File: src/rtl/uart_rx_fifo.sv
// uart_rx_fifo: 16x oversampled 8N1 UART receiver with majority voting, break/framing detection
// and a show-ahead receive FIFO with sticky overrun.
module uart_rx_fifo #(
    parameter int CLKFREQ = 36000000,
    parameter int BAUD    = 115200,
    parameter int DEPTH   = 8
) (
    input  logic                     clk,
    input  logic                     resetq,
    input  logic                     uart_rx,
    input  logic                     rd,
    input  logic                     err_clr,
    output logic                     valid,
    output logic [7:0]               data,
    output logic [$clog2(DEPTH):0]   count,
    output logic                     overrun,
    output logic                     frame_err,
    output logic                     brk
);
    localparam int DIV = CLKFREQ / (16 * BAUD);
    localparam int CW  = $clog2(DIV + 1);
    localparam int AW  = $clog2(DEPTH);

    typedef enum logic [2:0] {IDLE, START, DATA, STOP, WAITHI} state_t;

    state_t         state, state_n;
    logic           s1, rxs;
    logic [CW-1:0]  div_cnt;
    logic           tick;
    logic [3:0]     phase;
    logic [2:0]     bitidx;
    logic [7:0]     shifter;
    logic           s7, s8, maj;
    logic           push, ferr_set, brk_set;
    logic           pop, wr, full;
    logic [7:0]     mem [DEPTH];
    logic [AW-1:0]  wp, rp;

    always_ff @(posedge clk or negedge resetq)
        if (!resetq) {s1, rxs} <= 2'b11;
        else         {s1, rxs} <= {uart_rx, s1};

    assign tick = div_cnt == CW'(DIV - 1);

    always_ff @(posedge clk or negedge resetq)
        if (!resetq) div_cnt <= '0;
        else         div_cnt <= tick ? '0 : div_cnt + CW'(1);

    // vote uses the two stored samples plus the live phase-9 sample
    assign maj = (s7 & s8) | (s7 & rxs) | (s8 & rxs);

    always_ff @(posedge clk or negedge resetq)
        if (!resetq) state <= IDLE;
        else         state <= state_n;

    always_comb begin
        state_n = state;
        if (tick)
            case (state)
                IDLE:    state_n = rxs ? IDLE : START;
                START:   state_n = (phase == 4'd9 && maj) ? IDLE :
                                   (phase == 4'd15) ? DATA : START;
                DATA:    state_n = (phase == 4'd15 && bitidx == 3'd7) ? STOP : DATA;
                STOP:    state_n = (phase != 4'd9) ? STOP : maj ? IDLE : WAITHI;
                WAITHI:  state_n = rxs ? IDLE : WAITHI;
                default: state_n = IDLE;
            endcase
    end

    always_comb begin
        push     = tick && state == STOP && phase == 4'd9 && maj;
        ferr_set = tick && state == STOP && phase == 4'd9 && !maj;
        brk_set  = ferr_set && shifter == 8'd0;
    end

    // phase wraps 15->0 on its own, which is exactly the START->DATA and DATA->STOP entry value
    always_ff @(posedge clk or negedge resetq)
        if (!resetq) begin
            phase   <= '0;
            bitidx  <= '0;
            shifter <= '0;
            s7      <= 1'b1;
            s8      <= 1'b1;
        end else if (tick) begin
            phase <= (state == IDLE) ? 4'd0 : phase + 4'd1;
            if (phase == 4'd7) s7 <= rxs;
            if (phase == 4'd8) s8 <= rxs;
            if (state == START && phase == 4'd15) bitidx <= '0;
            if (state == DATA && phase == 4'd15) bitidx <= bitidx + 3'd1;
            if (state == DATA && phase == 4'd9) shifter <= {maj, shifter[7:1]};
        end

    assign full  = count == (AW + 1)'(DEPTH);
    assign valid = count != '0;
    assign pop   = rd && valid;
    assign wr    = push && (!full || pop);
    assign data  = valid ? mem[rp] : 8'd0;

    always_ff @(posedge clk)
        if (wr) mem[wp] <= shifter;

    always_ff @(posedge clk or negedge resetq)
        if (!resetq) begin
            wp        <= '0;
            rp        <= '0;
            count     <= '0;
            overrun   <= 1'b0;
            frame_err <= 1'b0;
            brk       <= 1'b0;
        end else begin
            wp        <= wp + AW'(wr);
            rp        <= rp + AW'(pop);
            count     <= count + (AW + 1)'(wr) - (AW + 1)'(pop);
            overrun   <= (push && !wr) || (overrun && !err_clr);
            frame_err <= ferr_set || (frame_err && !err_clr);
            brk       <= brk_set || (brk && !err_clr);
        end
endmodule

File: config.mk
export PLATFORM = sky130hd
export DESIGN_NAME = uart_rx_fifo
export DESIGN_NICKNAME = d
export VERILOG_FILES = /design/src/rtl/uart_rx_fifo.sv
export SDC_FILE = /design/constraint.sdc
export NUM_CORES = 1
export LEC_CHECK = 0
export CORE_MARGIN = 10
export CORE_UTILIZATION = 47
export DETAILED_ROUTE_END_ITERATION = 8
export PLACE_DENSITY_LB_ADDON = 0.2
export SKIP_LAST_GASP = 1
export SYNTH_ARGS = -nofsm -noshare
export SYNTH_HDL_FRONTEND = slang
export SYNTH_SLANG_ARGS = --single-unit
File: constraint.sdc
create_clock -name clk -period 3.41 [get_ports clk]
set_input_delay 0.5115 -clock clk [delete_from_list [all_inputs] [get_ports clk]]
set_output_delay 0.5115 -clock clk [all_outputs]
set_load 0.1 [all_outputs]
==> flow_summary.toml, run 1 <==
[synthesis]
yosysWarnings = 0
synth-main-ff-cell = "edfxtp_1"
synth_top_area_cell = "edfxtp_1"
syn_nets = 310
syn_area_per_cell_sq_um = 15.6
synth_edf_count = 64
yosysUniqueCellTypes = 50
synth_area_leaders = "edfxtp_1, dfrtp_1, mux4_2"
synth_cells = 288
yosysTopAreaCellShare = 0.427
synth_most_common_cell = "edfxtp_1"
ys_seq_area_frac = 0.651
async_flop_share = 0.385
synthTopCellsByCount = "edfxtp_1, dfrtp_1, nor2_1"
yosys_register_bits = 104
netlist_area_sq_um = 4500

[final_layout]
antenna_cells = 0
post-route-util = 0.540
final_area_sq_um = 5010
nFillCells = 775
area_growth_syn_to_layout_pct = 11.5
layout-drive-gt1-share = 0.216
finalNetCount = 336
finalNonFillerCells = 448

[power_and_ir_drop]
total_power_w = 0.00356
peakVddDrop_uv = 470
leakage_nw = 2.04
powerDensity_nw_per_um2 = 710

[critical_path]
cp.arrival_ns = 2.13
startpoint_type = "register"
r2r_setup_slack_ns = 0.81
crit_required_ns = 2.90
path_class = "register to primary output"
reg2reg_depth = 10
cp_max_fo = 17
r2r_end = "count[1]$_DFF_PN0_"
worstSetupEndpointType = "primary output"
r2r_start = "div_cnt[0]$_DFF_PN0_"

[sta]
worst_pin_slew_ns = 0.987
rsz0062_at_grt = "no"
finalSetupViolations = 0
fin_crit_sh = 0.774
drv_slew = 0
fmax_mhz = 379
worst_clock_skew_ns = 0.0129
min_period_ns = 2.64
final-hold-violation-count = 0
slew_headroom = 0.340
tns_ns = 0

[place]
placed_area_sq_um = 4830
routabilityCongestion = 0.756
place_hpwl_um = 5370
numPortBuffers = 20
dpl.cell_count = 432

[routing]
drt_iter0_markers = 114
wire_per_inst_um = 17.8
dr.pass1.iters = 4
postRouteAntennaNets = 0
finalWirelength_um = 7950
drcViolationCount = 0
vias = 2409
viasPerCell = 5.38

[grt]
grt_pass1_vias = 2553
grt_pass1_wl_um = 13500
grt_overflow = 0
grt_max_degree = 41
antenna_found_initial = 0
track_usage = 0.121

[floorplanning]
start_util = 0.484
dieWidth_um = 118
ios = 21
placementRows = 35
dieArea_sq_um = 13900
coreArea_sq_um = 9280
die_h_um = 118

[clocking]
post_cts_resized = 0
htreeDepth = 3
cts-root-buf = "clkbuf_8"
cts_tree = "yes"
numCtsBuffers = 9
clkTransAtPathRegs_ns = 0.11
postCtsHoldBufs = 0
post_cts_buffers = 0
worstSkewPairLatency_ns = 0.37
clk_path_buf_depth = 2
cts_num_sinks = 104

[min_path]
hold_class = "input port to async pin"

[run_status]
status = "finished, final reports clean"

[run]
maxCapViolations = 0
-- placed cells by master (no fill, tap or decap), drive strengths merged, types with 3 or more instances in the layout --
cell type,instances
nand2b,5
clkdlybuf4s50,10
edfxtp,64
mux2i,8
and3,7
nor4,5
mux4,16
xnor2,3
a21oi,5
nor2,19
buf,17
nand3,3
mux2,11
inv,17
nand2,13
nor3,8
xor2,3
clkbuf,10
dfstp,4
ha,16
and2,3
o21ai,8
a221o,3
dfrtp,36
-- layout make-up --
type / count / area, sq um / area share
Tap cell: 129 / 161 / 0.0322
Timing Repair Buffer: 27 / 225 / 0.0449
Inverter: 13 / 48.8 / 0.00973
Clock inverter: 6 / 60.1 / 0.0120
Multi-Input combinational cell: 159 / 1460 / 0.291
Clock buffer: 10 / 128 / 0.0255
Sequential cell: 104 / 2930 / 0.584
-- power breakdown --
part           total, W  internal [W]  switching, W
clock network  0.000738      0.000287      0.000451
registers       0.00147       0.00137     0.0000997
logic           0.00135      0.000387      0.000963
-- how the worst max path moves through the flow --
stage / endpoint / slack [ns] / cells past startpoint / start
after global placement: mem[7][6]$_DFFE_PP_ / 0.86 / 5 / rd
after global routing: data[7] / 0.63 / 4 / rp[1]$_DFF_PN0_
after detailed placement: mem[7][4]$_DFFE_PP_ / 0.80 / 5 / rd
after CTS: data[7] / 0.74 / 4 / rp[1]$_DFF_PN0_
final: data[7] / 0.77 / 4 / rp[1]$_DFF_PN0_
after floorplan: count[2]$_DFF_PN0_ / 0.06 / 11 / count[3]$_DFF_PN0_
-- cells by family (layout without fill, tap and decap cells) --
| family | Yosys count | count (layout) | synth area share |
|---|---|---|---|
| buffers and inverters | 25 | 56 | 0.0237 |
| XOR/XNOR | 6 | 6 | 0.0117 |
| AND/OR/NAND/NOR | 75 | 75 | 0.0985 |
| flip-flops | 104 | 104 | 0.651 |
| AO/OA/AOI/OAI | 25 | 25 | 0.0373 |
| adder cells (fa/ha/maj) | 18 | 18 | 0.0512 |
| multiplexers | 35 | 35 | 0.126 |
-- per-stage QoR --
| stage | setup WS (ns) | hold slack, ns |
|---|---|---|
| global route | 0.633 | 0.303 |
| detailed placement | 0.802 | 0.348 |
| CTS | 0.740 | 0.283 |
| global placement | 0.864 | 0.348 |
| floorplan | 0.0620 | 0.216 |
| finish | 0.771 | 0.257 |
-- registers in the layout, summed over array words and instances (netlist names) --
signal     cells
state          3
count          4
s8             1
div_cnt        5
s7             1
s1             1
mem           64
phase          4
wp             3
rp             3
bitidx         3
brk            1
overrun        1
shifter        8
rxs            1
frame_err      1
-- routing by layer --
metal / vias up / wire, um / track usage
met1: 1228 / 3740 / 0.152
met3: 9 / 262 / 0.0369
met4: 0 / 99 / 0.0386
met5: - / 0 / 0
li1: 1140 / - / -
met2: 32 / 3850 / 0.193
-- critical path, stage by stage, from the launching register on --
cell,delay [ns]
dfrtp_1,0.86
mux4_2,0.41
mux2i_1,0.17
nor2_1,0.06
buf_4,0.25
Note: power is estimated with default switching activity, not from simulation.
==> run 2: changes to the inputs <==
- clock period: 3.41 -> 2.75 ns (I/O delays scaled with it)
==> flow_summary.toml, run 2 (same netlist as run 1, synthesis figures left out) <==
[final_layout]
multi_input_area_sq_um = 1500
seq_area_sq_um = 2940
nFillCells = 755
layout.cells.most_common_list = "edfxtp_1, dfrtp_1, buf_4"
final_common_cell = "edfxtp_1"
post-route-util = 0.560
regMostFlops = "mem"
largest_register_ffs = 64
area_growth_syn_to_layout_pct = 15.7
layout-drive-gt1-share = 0.304
finalNetCount = 343
antenna_cells = 0
largest_registers = "mem: 64 flops, shifter: 8 flops, div_cnt: 5 flops"

[routing]
finalWirelength_um = 7860
viasPerCell = 5.31
wire_per_inst_um = 17.3
postRouteAntennaNets = 0
vias = 2415
drcViolationCount = 0
drt_iter0_markers = 142
dr.pass1.iters = 4

[place]
numPortBuffers = 20
place_hpwl_um = 5290
routabilityCongestion = 0.751

[sta]
fin_crit_sh = 0.880
slew_headroom = 0.403
fmax_mhz = 413
rsz0062_at_grt = "no"
worst_pin_slew_ns = 0.895
drv_slew = 0
worst_clock_skew_ns = 0.0131
min_period_ns = 2.42
finalSetupViolations = 0
final-hold-violation-count = 0

[clocking]
post_cts_buffers = 0
htreeDepth = 3
numCtsBuffers = 9
clk_path_buf_depth = 2
cts_num_sinks = 104
post_cts_resized = 0
postCtsHoldBufs = 0
clkTransAtPathRegs_ns = 0.10
worstSkewPairLatency_ns = 0.37
cts_tree = "yes"
cts-root-buf = "clkbuf_8"

[critical_path]
path_cells = "buf_4, mux4_2, mux2i_1, nor2_2, buf_12"
startpoint_type = "register"
cpPeakStageDelay_ns = 0.56
worst_path_max_delay_cell = "mux4_2"
cp.arrival_ns = 2.01
cp_max_fo = 17
cp_num_buf_inv = 2
path_class = "register to primary output"
worstSetupEndpointType = "primary output"
cpLargestDelayFamily = "multiplexers"
crit_required_ns = 2.34

[grt]
track_usage = 0.118
grt_pass1_wl_um = 13300
grt_overflow = 0
antenna_found_initial = 0
grt_max_degree = 41
grt_pass1_vias = 2543

[min_path]
hold_class = "input port to async pin"

[power_and_ir_drop]
powerDensity_nw_per_um2 = 913
leakage_nw = 2.11
peakVddDrop_uv = 477
total_power_w = 0.00475

[run_status]
status = "finished, final reports clean"

[floorplanning]
ios = 21
start_util = 0.484
dieWidth_um = 118
dieArea_sq_um = 13900
die_h_um = 118
coreArea_sq_um = 9280
placementRows = 35

[run]
maxCapViolations = 0
## run 2: cell types whose count changed in the layout (fill, tap and decap cells not counted), moves of 3 or more
cell | before | now
buf_12 | 0 | 8
buf_4 | 16 | 22
clkdlybuf4s50_1 | 10 | 3
dfrtp_1 | 35 | 32
inv_1 | 13 | 10
nor2_1 | 19 | 15
nor2_2 | 0 | 4
## run 2: path summary, 6_finish.rpt
| check | cells past startpoint | from | end | slack, ns |
|---|---|---|---|---|
| min in group clk | 0 | s1$_DFF_PN1_ | rxs$_DFF_PN1_ | 0.36 |
| hold reg to reg | 0 | s1$_DFF_PN1_ | rxs$_DFF_PN1_ | 0.36 |
| max in group asynchronous | 1 | resetq | count[2]$_DFF_PN0_ | 1.94 |
| setup reg to reg | 10 | phase[1]$_DFFE_PN0P_ | count[1]$_DFF_PN0_ | 0.41 |
| hold / removal | 1 | resetq | div_cnt[3]$_DFF_PN0_ | 0.17 |
| setup / recovery | 5 | rp[0]$_DFF_PN0_ | data[1] | 0.33 |
## run 2: report_power, final
part | internal (W) | switching (W)
registers | 0.00172 | 0.0000783
logic | 0.000729 | 0.00133
clock network | 0.000348 | 0.000547
total | 0.00279 | 0.00195
## run 2: final cells by class
type                       instances  area share
multi-input combinational        159       0.288
tap                              129      0.0310
timing repair buffer              34      0.0693
clock inverter                     7      0.0125
sequential                       104       0.565
clock buffer                       9      0.0238
inverter                          13      0.0106
## run 2: metrics by stage
stage	TNS [ns]	worst slack, ns	cells	area (sq um)	hold slack (ns)
after floorplan	-0.445	-0.0897	288	4560	0.117
after global placement	0	0.469	439	5010	0.347
after detailed placement	0	0.421	439	5010	0.348
after CTS	0	0.278	455	5200	0.183
after global routing	0	0.158	455	5200	0.204
final	0	0.330	455	5200	0.166
## run 2: layer usage
layer  vias to the layer above  routed length, um  GRT usage
met4                         0                 51     0.0278
met3                         7                348     0.0374
met5                         -                  0          0
met2                        32               3930      0.199
met1                      1226               3520      0.144
li1                       1150                  -          -
